===== src/rtl/gray_ptr_sync_mc.sv =====
// Multi-channel synchroniser for Gray-coded FIFO pointers in the destination domain.
// Each channel has a flop chain, a registered binary decode, advance and change reporting,
// and a sticky flag for illegal jumps.
module gray_ptr_sync_mc #(
  parameter int unsigned ADDR_WIDTH  = 4,
  parameter int unsigned NUM_CH      = 1,
  parameter int unsigned SYNC_STAGES = 2,
  parameter int unsigned MAX_STEP    = 1
) (
  input  logic                               clk,
  input  logic                               rst_n,
  input  logic [NUM_CH*(ADDR_WIDTH+1)-1:0]   ptr_gray_in,
  input  logic [NUM_CH-1:0]                  err_clr,
  output logic [NUM_CH*(ADDR_WIDTH+1)-1:0]   ptr_gray_out,
  output logic [NUM_CH*(ADDR_WIDTH+1)-1:0]   ptr_bin_out,
  output logic [NUM_CH*(ADDR_WIDTH+1)-1:0]   ptr_delta,
  output logic [NUM_CH-1:0]                  ptr_changed,
  output logic [NUM_CH-1:0]                  err_sticky
);

  localparam int unsigned PW = ADDR_WIDTH + 1;

  if (SYNC_STAGES < 2 || SYNC_STAGES > 4) begin : gen_bad_stages
    $error("gray_ptr_sync_mc: SYNC_STAGES must be in 2..4");
  end
  if (NUM_CH < 1 || NUM_CH > 16) begin : gen_bad_ch
    $error("gray_ptr_sync_mc: NUM_CH must be in 1..16");
  end

  for (genvar c = 0; c < NUM_CH; c++) begin : gen_ch
    logic [PW-1:0] sync_q [SYNC_STAGES];
    logic [PW-1:0] bin_d;
    logic [PW-1:0] bin_q;
    logic [PW-1:0] delta_d;
    logic [PW-1:0] delta_q;
    logic          changed_q;
    logic          err_q;
    logic          step_bad;

    // Pure flop chain: no logic between stages.
    always_ff @(posedge clk or negedge rst_n) begin
      if (!rst_n) begin
        for (int k = 0; k < SYNC_STAGES; k++) sync_q[k] <= '0;
      end else begin
        sync_q[0] <= ptr_gray_in[c*PW +: PW];
        for (int k = 1; k < SYNC_STAGES; k++) sync_q[k] <= sync_q[k-1];
      end
    end

    always_comb begin
      bin_d = '0;
      for (int i = 0; i < PW; i++) begin
        bin_d[i] = ^(sync_q[SYNC_STAGES-1] >> i);
      end
      delta_d  = bin_d - bin_q;
      // Backward motion wraps to a large modulo delta and is caught here as well.
      step_bad = 32'(delta_d) > MAX_STEP;
    end

    always_ff @(posedge clk or negedge rst_n) begin
      if (!rst_n) begin
        bin_q     <= '0;
        delta_q   <= '0;
        changed_q <= 1'b0;
        err_q     <= 1'b0;
      end else begin
        bin_q     <= bin_d;
        delta_q   <= delta_d;
        changed_q <= (bin_d != bin_q);
        if (step_bad) begin
          err_q <= 1'b1;
        end else if (err_clr[c]) begin
          err_q <= 1'b0;
        end
      end
    end

    assign ptr_gray_out[c*PW +: PW] = sync_q[SYNC_STAGES-1];
    assign ptr_bin_out[c*PW +: PW]  = bin_q;
    assign ptr_delta[c*PW +: PW]    = delta_q;
    assign ptr_changed[c]           = changed_q;
    assign err_sticky[c]            = err_q;
  end

endmodule


===== config.mk =====
export PLATFORM = sky130hd
export DESIGN_NAME = gray_ptr_sync_mc
export DESIGN_NICKNAME = d
export VERILOG_FILES = /design/src/rtl/gray_ptr_sync_mc.sv
export SDC_FILE = /design/constraint.sdc
export NUM_CORES = 1
export LEC_CHECK = 0
export BUFFER_PORTS_ARGS = -buffer_cell sky130_fd_sc_hd__buf_2
export CORE_UTILIZATION = 43
export DETAILED_ROUTE_END_ITERATION = 16
export GPL_ROUTABILITY_DRIVEN = 0
export PLACE_DENSITY = 0.78
export SYNTH_ARGS = -nofsm -noshare
export SYNTH_HDL_FRONTEND = slang
export SYNTH_SLANG_ARGS = --single-unit

===== constraint.sdc =====
create_clock -name clk -period 2.8 [get_ports clk]
set_input_delay 0.42 -clock clk [delete_from_list [all_inputs] [get_ports clk]]
set_output_delay 0.42 -clock clk [all_outputs]
set_load 0.005 [all_outputs]

=== Yosys cells after proc, flatten, opt, wreduce, memory -nomap -nowiden ===
Index checks and enable logic that the tools add are counted.

* Register bits after elaboration: 22
* Input port bits: 8
* Output and inout port bits: 17
* Word-level logic and storage cells: 17

* $add $sub $neg: 1
* $lt $le $gt $ge: 1
* Equality and inequality tests: 1
* Muxes and demuxes: 2
* Reduce and logical (&&, ||, !) cells: 6

{| class="wikitable"
|+ Operator list
! cell !! number
|-
| 5-bit parity || 5
|-
| 5-bit by 1-bit > comparator with 1-bit output, second input constant || 1
|-
| 5-bit inequality test || 1
|-
| 5-bit subtractor || 1
|-
| 1-bit 2-to-1 mux || 2
|-
| 2-bit nonzero test || 1
|}

=== Longest topological paths before layout ===
* Depth in word-level cells: 4
* Depth in mapped cells: 11
* Mapped depth without buffers: 11

=== Least setup slack after synthesis ===
Ideal clock, no wire load.

* Path type: reg2reg
* Start point: reg gen_ch[0].sync_q (netlist bit ptr_gray_out[4])
* End point: reg gen_ch[0].err_q (netlist: err_sticky)
* Library setup time: 0.139 ns
* Arrival time: 2.747 ns
* Required time: 2.661 ns
* Slack: -0.086 ns
* Cell stages (with the launch flop): 12
* Path buffers: 0
* Clock period less this slack: 2.886 ns
* Cells stage by stage: dfrtp_1 > xor2_1 > xnor2_1 > xor2_1 > xor2_1 > ha_1 > inv_1 > fa_1 > a21o_1 > a21oi_2 > xnor2_1 > or4b_1

* Longest elaborated chain between the ends: 4
* Elaborated cells between the ends (all ways): 9
* Those cells by class: 1 x add/sub; 1 x order compare; 1 x mux; 6 x reduce/logical

{| class="wikitable"
|+ Ends and longest elaborated chain
! what !! line !! text
|-
| start, declared || 31 || <nowiki>logic [PW-1:0] sync_q [SYNC_STAGES];</nowiki>
|-
| 5-bit parity * || 53 || <nowiki>bin_d[i] = ^(sync_q[SYNC_STAGES-1] >> i);</nowiki>
|-
| via gen_ch[0].bin_d[3] || 32 || <nowiki>logic [PW-1:0] bin_d;</nowiki>
|-
| 5-bit subtractor * || 55 || <nowiki>delta_d = bin_d - bin_q;</nowiki>
|-
| via gen_ch[0].delta_d[4] || 34 || <nowiki>logic [PW-1:0] delta_d;</nowiki>
|-
| 5-bit by 1-bit > comparator with 1-bit output * || 57 || <nowiki>step_bad = 32'(delta_d) > MAX_STEP;</nowiki>
|-
| 1-bit 2-to-1 mux / 2-bit nonzero test (equally long branches) || n/a ||
|-
| end signal, assigned || 65 || <nowiki>err_q <= 1'b0;</nowiki>
|-
| end signal, assigned || 71 || <nowiki>err_q <= 1'b1;</nowiki>
|-
| end signal, assigned || 73 || <nowiki>err_q <= 1'b0;</nowiki>
|-
| end, declared || 37 || <nowiki>logic err_q;</nowiki>
|}

Mark *: on every way through the listed nets, which the timed path passes. The rest lies on a longest branch.
A chain may end at the register's enable or synchronous reset.

=== Worst setup path in the final report ===
Same ends and word-level chain as after synthesis.

==> flow_summary.toml <==
[run_status]
status = "finished clean"

[floorplan]
die_area_sq_um = 2103
ios = 25
core_sq_um = 1764
fp-row-count = 15
die_w_um = 45.86
chipHeight_um = 45.86
start_util_pct = 46.88

[setup_path]
slowest_stage = "or4b_1"
rrSetupSlack_ps = 20
cp_top_family = "XOR/XNOR gates"
worstPathMaxFanout = 2
slowest_delay_ps = 500
setup.worst_path.start_class = "register"
crit_end = "err_sticky$_DFFE_PN0P_"
reg2reg_to = "err_sticky$_DFFE_PN0P_"
rr_worst_depth = 11
crit_path_cell_trace = "xor2_2, xnor2_2, xor2_2, xor2_1, ha_2, inv_2, fa_2, a21o_1, a21oi_2, xnor2_1, or4b_1"
path_buf_inv = 1
cp_common_cell = "xor2_2"
crit_cells = 11
crit_start = "ptr_gray_out[4]$_DFF_PN0_"
reg2reg_from = "ptr_gray_out[4]$_DFF_PN0_"
critical_path_class = "register to register"
critPathRequiredTime_ps = 2970
cp-end-kind = "register"
arrival_ps = 2950

[timing]
clock.fmax_mhz = 360.1
fin_ws_ps = 23.16
finalMaxSlewViolations = 0
finalSetupViolations = 0
period_needed_ps = 2777
whs_ps = 63.84
skew_ps = 2.183
period_share_pct = 99.17
rsz0062_at_grt = "true"
hold_violations = 0
max_slew.worst_pin.slew_ps = 455.3
relSlewSlack_pct = 69.64

[route]
via_per_inst = 4.306
vias = 478
post-route-drc-count = 0
first_pass_iters = 1
drtAntennaViolNets = 0
wl_per_cell_um = 9.820
drt_wl_total_mm = 1.090
drtIter0Drc = 0

[yosys]
synth_top_area_cell = "dfrtp_1"
syn_area_sq_um = 827.0
yosys-top-cells-area = "dfrtp_1 67%, ha_1 6.1%, xor2_1 5.3%"
synth.distinct_cells = 15
syn_inst = 58
synth_seq_cells = 22
yosys_warnings = 0
synth_top_area_share_pct = 66.57
synth_fp_nets = 71
avgSynthCellArea_sq_um = 14.26
yosysSeqAreaShare_pct = 66.57

[final_layout]
stdcell_area_sq_um = 1036
layout_commonest_cell = "buf_2"
final_layout_size_suffix_gt1_share_pct = 47.67
fill_cells = 173
final_cell_mix = "24 x buf_2, 22 x dfrtp_1, 7 x inv_1"
syn_to_final_growth_pct = 25.26
antenna_cells = 0
utilization_pct = 58.72
fin_nets = 101

[clock_network]
cts_tree = "done"
cts_max_level = 1
cts.sinks = 22
cts.clk_slew.worst_paths_ps = 100
hold_buffers = 0
clock_latency_ps = 290
clockBufferDepth = 2
cts_made_buffers = 3
cts-root-buf = "clkbuf_4"

[global_route]
grt_usage_pct = 12.93
grt_max_degree = 23
antenna_found_initial = 0
grt_pass1_vias = 498
globalRouteOverflowTotal = 0
grt_pass1_wl_mm = 1.821

[place]
portBuffers = 24
post-place-ws_ps = -105.3
dpl_cell_area_sq_um = 991.0
hpwlAfterDp_um = 890.6

[hold_path]
hold_path_class = "input pin to asynchronous set/reset pin"

[run]
maxCapViolations = 0

[power_and_ir_drop]
power.leakage_nw = 0.5225
vdd_ir_drop_max_mv = 0.4007
p_per_area_nw_per_um2 = 721.2
## layout make-up
class,count,area (sq um),share of cell area (%)
multi-input cells,23,236.5,22.83
clock buffers,3,22.52,2.174
inverters,8,30.03,2.899
flip-flops and latches,22,550.5,53.14
well taps,25,31.28,3.019
repair buffers,30,165.2,15.94
## cell families after synthesis
family                     Yosys count  share of synthesized area [%]
and+or+nand+nor                      5                          4.084
adders and majority gates            5                          8.472
DFF                                 22                          66.57
xor gates and xnor gates             9                          9.530
buffers and inverters               13                          8.170
AOI/OAI and AO/OA                    4                          3.178
## Yosys cell counts, drive strengths merged
cell type	n
a21o	1
a21oi	3
and3	1
buf	5
dfrtp	22
fa	1
ha	4
inv	8
nand2	1
nand3	1
nand3b	1
or4b	1
xnor2	4
xor2	5
## per-stage QoR
| step | TNS, ps | cells | power, mW |
|---|---|---|---|
| 3_3_place_gp | -6.427 | 107 | 0.6159 |
| 6_report | 0 | 111 | 0.7472 |
| 5_1_grt | -115.6 | 111 | 0.8082 |
| 3_5_place_dp | -105.3 | 107 | 0.6223 |
| 4_1_cts | -1.031 | 111 | 0.7621 |
| 2_1_floorplan | -21.46 | 58 | 0.5259 |
## repair_timing
action | in CTS | in global routing
buffers inserted | 1 | 0
setup endpoints to repair | 1 | 1
pin swaps | 6 | 0
resized for setup | 3 | 0
endpoints found under the hold margin | 0 | 0
## sequential cells by signal, indices dropped and copies added, names as in the netlist
name           cells
err_sticky         1
gen_ch.sync_q      5
ptr_bin_out        5
ptr_changed        1
ptr_delta          5
ptr_gray_out       5
## worst min path at each step
stage / end / depth (start not counted) / startpoint / slack [ps]
floorplan: err_sticky$_DFFE_PN0P_ / 0 / rst_n / 120
global placement: ptr_gray_out[1]$_DFF_PN0_ / 0 / gen_ch[0].sync_q[6]$_DFF_PN0_ / 330
detailed placement: ptr_gray_out[1]$_DFF_PN0_ / 0 / gen_ch[0].sync_q[6]$_DFF_PN0_ / 340
CTS: ptr_delta[2]$_DFF_PN0_ / 1 / rst_n / 70
global route: ptr_delta[3]$_DFF_PN0_ / 1 / rst_n / 100
finish: err_sticky$_DFFE_PN0P_ / 1 / rst_n / 60
## per-layer routing
layer / global-route usage, % / part of all wire (%) / vias to the layer above
li1: - / - / 229
met1: 11.89 / 39 / 229
met2: 24.79 / 55 / 18
met3: 2.381 / 5.4 / 2
met4: 8.824 / 0.37 / 0
met5: 0 / 0 / -
## power breakdown
| group | internal [mW] | leakage (nW) | switching [mW] |
|---|---|---|---|
| logic | 0.119 | 0.258 | 0.108 |
| clock network | 0.0500 | 0.0138 | 0.0788 |
| registers | 0.374 | 0.251 | 0.0173 |
| total | 0.543 | 0.523 | 0.204 |
(Power assumes the default switching activity.)
